<file path="config.mk">
export PLATFORM = sky130hd
export DESIGN_NAME = stabilizer_row_reader
export DESIGN_NICKNAME = d
export VERILOG_FILES = /design/src/rtl/stabilizer_row_reader_pkg.sv /design/src/rtl/stabilizer_row_reader.sv
export SDC_FILE = /design/constraint.sdc
export NUM_CORES = 1
export LEC_CHECK = 0
export CORE_MARGIN = 10
export CORE_UTILIZATION = 42
export DETAILED_ROUTE_END_ITERATION = 8
export GPL_TIMING_DRIVEN = 0
export PLACE_DENSITY = 0.85
export SYNTH_ARGS = -nofsm -noshare
export SYNTH_HDL_FRONTEND = slang
export SYNTH_SLANG_ARGS = --single-unit
</file>
<file path="constraint.sdc">
create_clock -name clk -period 3.27 [get_ports clk]
set_clock_uncertainty 0.05 [all_clocks]
set_input_delay 0.327 -clock clk [delete_from_list [all_inputs] [get_ports clk]]
set_output_delay 0.327 -clock clk [all_outputs]
set_load 0.02 [all_outputs]
</file>
<file path="src/rtl/stabilizer_row_reader_pkg.sv">
// Shared FSM states and shift codes used by the row reader and the row-shift array.
package stabilizer_row_reader_pkg;

  typedef enum logic [2:0] {
    ST_IDLE,
    ST_FETCH,
    ST_PRESENT,
    ST_DRAIN,
    ST_DONE
  } state_e;

  localparam logic [1:0] SHIFT_DOWN  = 2'd0;
  localparam logic [1:0] ROTATE_DOWN = 2'd1;
  localparam logic [1:0] ROTATE_LEFT = 2'd2;

endpackage

</file>
<file path="src/rtl/stabilizer_row_reader.sv">
// Streams the stabilizer matrix out of the row-shift array one bottom row per transfer,
// rotating the array down so that a complete unload (normal or aborted) restores its order.
module stabilizer_row_reader
  import stabilizer_row_reader_pkg::*;
#(
  parameter int num_qubit = 4
) (
  input  logic                     clk,
  input  logic                     rst_n,
  input  logic                     start,
  input  logic                     abort,
  output logic                     busy,
  output logic                     done,
  output logic                     aborted,
  output logic                     ld_reg,
  output logic [1:0]               shift_rotate_array,
  input  logic [2*num_qubit-1:0]   arr_literals,
  input  logic                     arr_phase,
  output logic [2*num_qubit-1:0]   row_literals,
  output logic                     row_phase,
  output logic [31:0]              row_index,
  output logic                     row_valid,
  input  logic                     row_ready
);

  localparam int               CNT_W    = $clog2(num_qubit) + 1;
  localparam logic [CNT_W-1:0] LAST_CNT = CNT_W'(num_qubit - 1);
  localparam logic [CNT_W-1:0] CNT_ONE  = CNT_W'(1);

  state_e                 state_q, state_d;
  logic [CNT_W-1:0]       rot_cnt_q, rot_cnt_d;
  logic                   busy_q, busy_d;
  logic                   done_q, done_d;
  logic                   aborted_q, aborted_d;
  logic                   row_valid_q, row_valid_d;
  logic [2*num_qubit-1:0] row_literals_q, row_literals_d;
  logic                   row_phase_q, row_phase_d;
  logic [31:0]            row_index_q, row_index_d;
  logic                   rotate;

  always_comb begin
    state_d        = state_q;
    rot_cnt_d      = rot_cnt_q;
    busy_d         = busy_q;
    done_d         = 1'b0;
    aborted_d      = 1'b0;
    row_valid_d    = row_valid_q;
    row_literals_d = row_literals_q;
    row_phase_d    = row_phase_q;
    row_index_d    = row_index_q;
    rotate         = 1'b0;

    case (state_q)
      ST_IDLE: begin
        if (start) begin
          state_d   = ST_FETCH;
          rot_cnt_d = '0;
          busy_d    = 1'b1;
        end
      end

      ST_FETCH: begin
        if (abort) begin
          state_d = ST_DRAIN;
        end else begin
          row_literals_d = arr_literals;
          row_phase_d    = arr_phase;
          row_index_d    = 32'(num_qubit - 1) - 32'(rot_cnt_q);
          row_valid_d    = 1'b1;
          state_d        = ST_PRESENT;
        end
      end

      // A transfer always rotates, even when abort arrives in the same cycle.
      ST_PRESENT: begin
        if (row_ready) begin
          rotate      = 1'b1;
          rot_cnt_d   = rot_cnt_q + CNT_ONE;
          row_valid_d = 1'b0;
          if (rot_cnt_q == LAST_CNT) begin
            state_d = ST_DONE;
            done_d  = 1'b1;
          end else if (abort) begin
            state_d = ST_DRAIN;
          end else begin
            state_d = ST_FETCH;
          end
        end else if (abort) begin
          row_valid_d = 1'b0;
          state_d     = ST_DRAIN;
        end
      end

      ST_DRAIN: begin
        rotate    = 1'b1;
        rot_cnt_d = rot_cnt_q + CNT_ONE;
        if (rot_cnt_q == LAST_CNT) begin
          state_d   = ST_DONE;
          done_d    = 1'b1;
          aborted_d = 1'b1;
        end
      end

      ST_DONE: begin
        state_d = ST_IDLE;
        busy_d  = 1'b0;
      end

      default: state_d = ST_IDLE;
    endcase
  end

  always_ff @(posedge clk) begin
    if (!rst_n) begin
      state_q        <= ST_IDLE;
      rot_cnt_q      <= '0;
      busy_q         <= 1'b0;
      done_q         <= 1'b0;
      aborted_q      <= 1'b0;
      row_valid_q    <= 1'b0;
      row_literals_q <= '0;
      row_phase_q    <= 1'b0;
      row_index_q    <= '0;
    end else begin
      state_q        <= state_d;
      rot_cnt_q      <= rot_cnt_d;
      busy_q         <= busy_d;
      done_q         <= done_d;
      aborted_q      <= aborted_d;
      row_valid_q    <= row_valid_d;
      row_literals_q <= row_literals_d;
      row_phase_q    <= row_phase_d;
      row_index_q    <= row_index_d;
    end
  end

  // The rotate enable follows row_ready in PRESENT so the array moves at the transfer edge.
  assign ld_reg             = rotate;
  assign shift_rotate_array = rotate ? ROTATE_DOWN : SHIFT_DOWN;
  assign busy               = busy_q;
  assign done               = done_q;
  assign aborted            = aborted_q;
  assign row_valid          = row_valid_q;
  assign row_literals       = row_literals_q;
  assign row_phase          = row_phase_q;
  assign row_index          = row_index_q;

endmodule

</file>
==> flow_metrics.py <==
metrics = {
    "placed_design": {
        "dp_hpwl_microns": 2750,
        "gp_congestion": 0.803,
        "port_buffers": 60,
        "post_dp_cell_area_sq_mm": 0.00182,
    },
    "route": {
        "drc": 0,
        "wl_met3_microns": 348,
        "wire_per_inst_microns": 13.9,
        "viasPerCell": 4.62,
        "met2_length_microns": 1470,
        "vias": 1086,
        "maxUsedRoutingLayer": "met4",
        "postRouteAntennaNets": 0,
        "routed_wl_microns": 3270,
        "drt-initial-drc-count": 53,
        "drtPass1Iterations": 4,
        "wl_met1_microns": 1420,
    },
    "logic_synthesis": {
        "synth_top_family_by_area": "buffers and inverters",
        "synth_edf_count": 0,
        "synth_top_area_cell": "dfxtp_1",
        "yosys.area_share.simple_pct": 19.8,
        "synth_mux_area_share_pct": 0,
        "synth.most_common_cell": "buf_4",
        "synth_top_area_share_pct": 37.3,
        "syn_nets": 157,
        "async_reset_ff_share_pct": 0,
        "yosysWarnings": 0,
        "synth_compound_area_share_pct": 14.2,
        "synth_adder_area_share_pct": 3.18,
        "postSynthCellCount": 140,
        "synthXorXnorAreaFrac_pct": 0,
        "synth_cell_types": 28,
        "synth_area_sq_mm": 0.00118,
        "synth_seq_cells": 22,
        "synthFlopType": "dfxtp_1",
        "syn_area_per_cell_sq_um": 8.43,
        "ys_top_cells_by_area": "dfxtp_1, buf_4, nand2_1",
        "synthTopCellsByCount": "buf_4, nand2_1, dfxtp_1, a21oi_1, nand2b_1",
        "synth_seq_area_share_pct": 37.3,
    },
    "worst_setup_path": {
        "arrival_ns": 2.14,
        "crit_path_end_kind": "primary output",
        "worst_setup_path_start_kind": "input pin",
        "worstSetupPathType": "in -> out",
        "critPathMaxFanout": 5,
        "worstPathRequired_ns": 2.89,
    },
    "pwr": {
        "p_clk_share_pct": 32.2,
        "report.power.total_mw": 0.653,
        "intPower_mw": 0.483,
        "pwr-share-comb_pct": 22.8,
        "switching_share_pct": 26.1,
        "powerDensity_mw_per_mm2": 349,
        "netSwitchingPower_mw": 0.170,
        "p_leak_nw": 0.772,
        "ir_drop_v": 0.000340,
        "seqPwrFrac_pct": 45.0,
    },
    "clocking": {
        "cts-root-buf": "clkbuf_4",
        "clkTransAtPathRegs_ns": 0.12,
        "post_cts_resized": 0,
        "cts_sinks": 22,
        "cts_buffers": 3,
        "clock_path_buffers": 2,
        "clock_latency_ns": 0.31,
        "ctsHoldBuffers": 0,
        "cts_tree": "yes",
        "post_cts_buffers": 0,
        "htree_levels": 1,
    },
    "sta": {
        "relSlewSlack_pct": 40.2,
        "fin_crit_sh_pct": 77.0,
        "fin_crit_ns": 2.52,
        "tns_ns": 0,
        "maxSlewViolCount": 0,
        "setup_viol": 0,
        "max_freq_ghz": 0.397,
        "hold_viol": 0,
        "grt_setup_unrepaired": "no",
        "holdWs_ns": 0.414,
        "tightest_slew_ns": 0.896,
    },
    "floorplan": {
        "die_h_microns": 73,
        "fp-row-count": 19,
        "io_pins": 62,
        "initial_core_util_pct": 43.5,
        "die_area_sq_mm": 0.00533,
        "coreArea_sq_mm": 0.00271,
        "die_w_microns": 73,
    },
    "outcome": {
        "status": "completed",
    },
    "grt": {
        "globalRouteOverflowTotal": 0,
        "grt_pass1_vias": 1047,
        "grt_pass1_wl_microns": 5260,
        "antenna_found_initial": 0,
        "grtUsageTotal_pct": 12.0,
        "grt_max_degree": 32,
    },
    "worst_hold_path": {
        "hold_class": "reg -> reg",
    },
    "cells_and_area": {
        "drive_gt1_share_pct": 21.1,
        "diodes": 0,
        "syn_to_final_growth_pct": 58.6,
        "fin_area_sq_mm": 0.00187,
        "fin_util_pct": 69.1,
        "layout.nets": 222,
    },
    "job": {
        "cap_violations": 0,
    },
}
## cell usage in the layout, fill, tap and decap left out, types with 5 or more instances in the layout
cell type	instances
nand2b_1	6
nor2_1	5
inv_1	5
clkdlybuf4s50_1	60
buf_4	32
nand2_1	25
a21oi_1	16
dfxtp_1	22
## layer usage
metal | track usage, % | up-vias
li1 | - | 558
met4 | 4.43 | 0
met3 | 4.08 | 2
met1 | 14.5 | 469
met2 | 19.1 | 57
met5 | 0 | -
## area by class of cell
type                    count  area (sq um)
plain buffers              36           278
clock buffers               3          22.5
clock inverters             1          30.0
fillers                   221           838
inverters                   5          18.8
multi-input cells          77           443
flip-flops and latches     22           440
well taps                  31          38.8
repair buffers             60           601
## logic make-up after synthesis
logic type	Yosys count
AOI/OAI and AO/OA	28
adders and majority gates	3
buffers and inverters	41
DFF	22
other	1
and+or+nand+nor	45
## metrics by stage
step           cells  setup WS (ns)
2_1_floorplan    140           1.70
3_3_place_gp     231          0.785
3_5_place_dp     231          0.768
4_1_cts          235          0.724
5_1_grt          235          0.615
6_report         235          0.753
## worst paths after layout
| path | slack (ns) | startpoint | end | depth (start not counted) |
|---|---|---|---|---|
| setup / recovery | 0.75 | row_ready | shift_rotate_array[0] | 6 |
| hold / removal | 0.41 | row_index[1] | row_index[1] | 2 |
| setup reg to reg | 1.73 | state_q[0] | rot_cnt_q[2] | 4 |
| hold reg to reg | 0.41 | row_index[1] | row_index[1] | 2 |
## power groups by stage
stage | Combinational, mW | Sequential, mW | Clock [mW]
2_1_floorplan | 0.0739 | 0.313 | 0
3_3_place_gp | 0.144 | 0.299 | 0
3_5_place_dp | 0.149 | 0.300 | 0
4_1_cts | 0.149 | 0.294 | 0.217
5_1_grt | 0.162 | 0.296 | 0.226
6_report | 0.149 | 0.294 | 0.210
## flip-flops by register name, summed over array words and instances, names as in the netlist
register,count
aborted,1
busy,1
done,1
rot_cnt_q,3
row_index,3
row_literals,8
row_phase,1
row_valid,1
state_q,3
## worst max-delay path, stage by stage
cell and delay (ns):
clkdlybuf4s50_1 0.56, nor2_1 0.10, or2_2 0.33, inv_1 0.11
buf_4 0.11, clkdlybuf4s50_1 0.60
No activity file was read; power rests on OpenSTA's default activity.
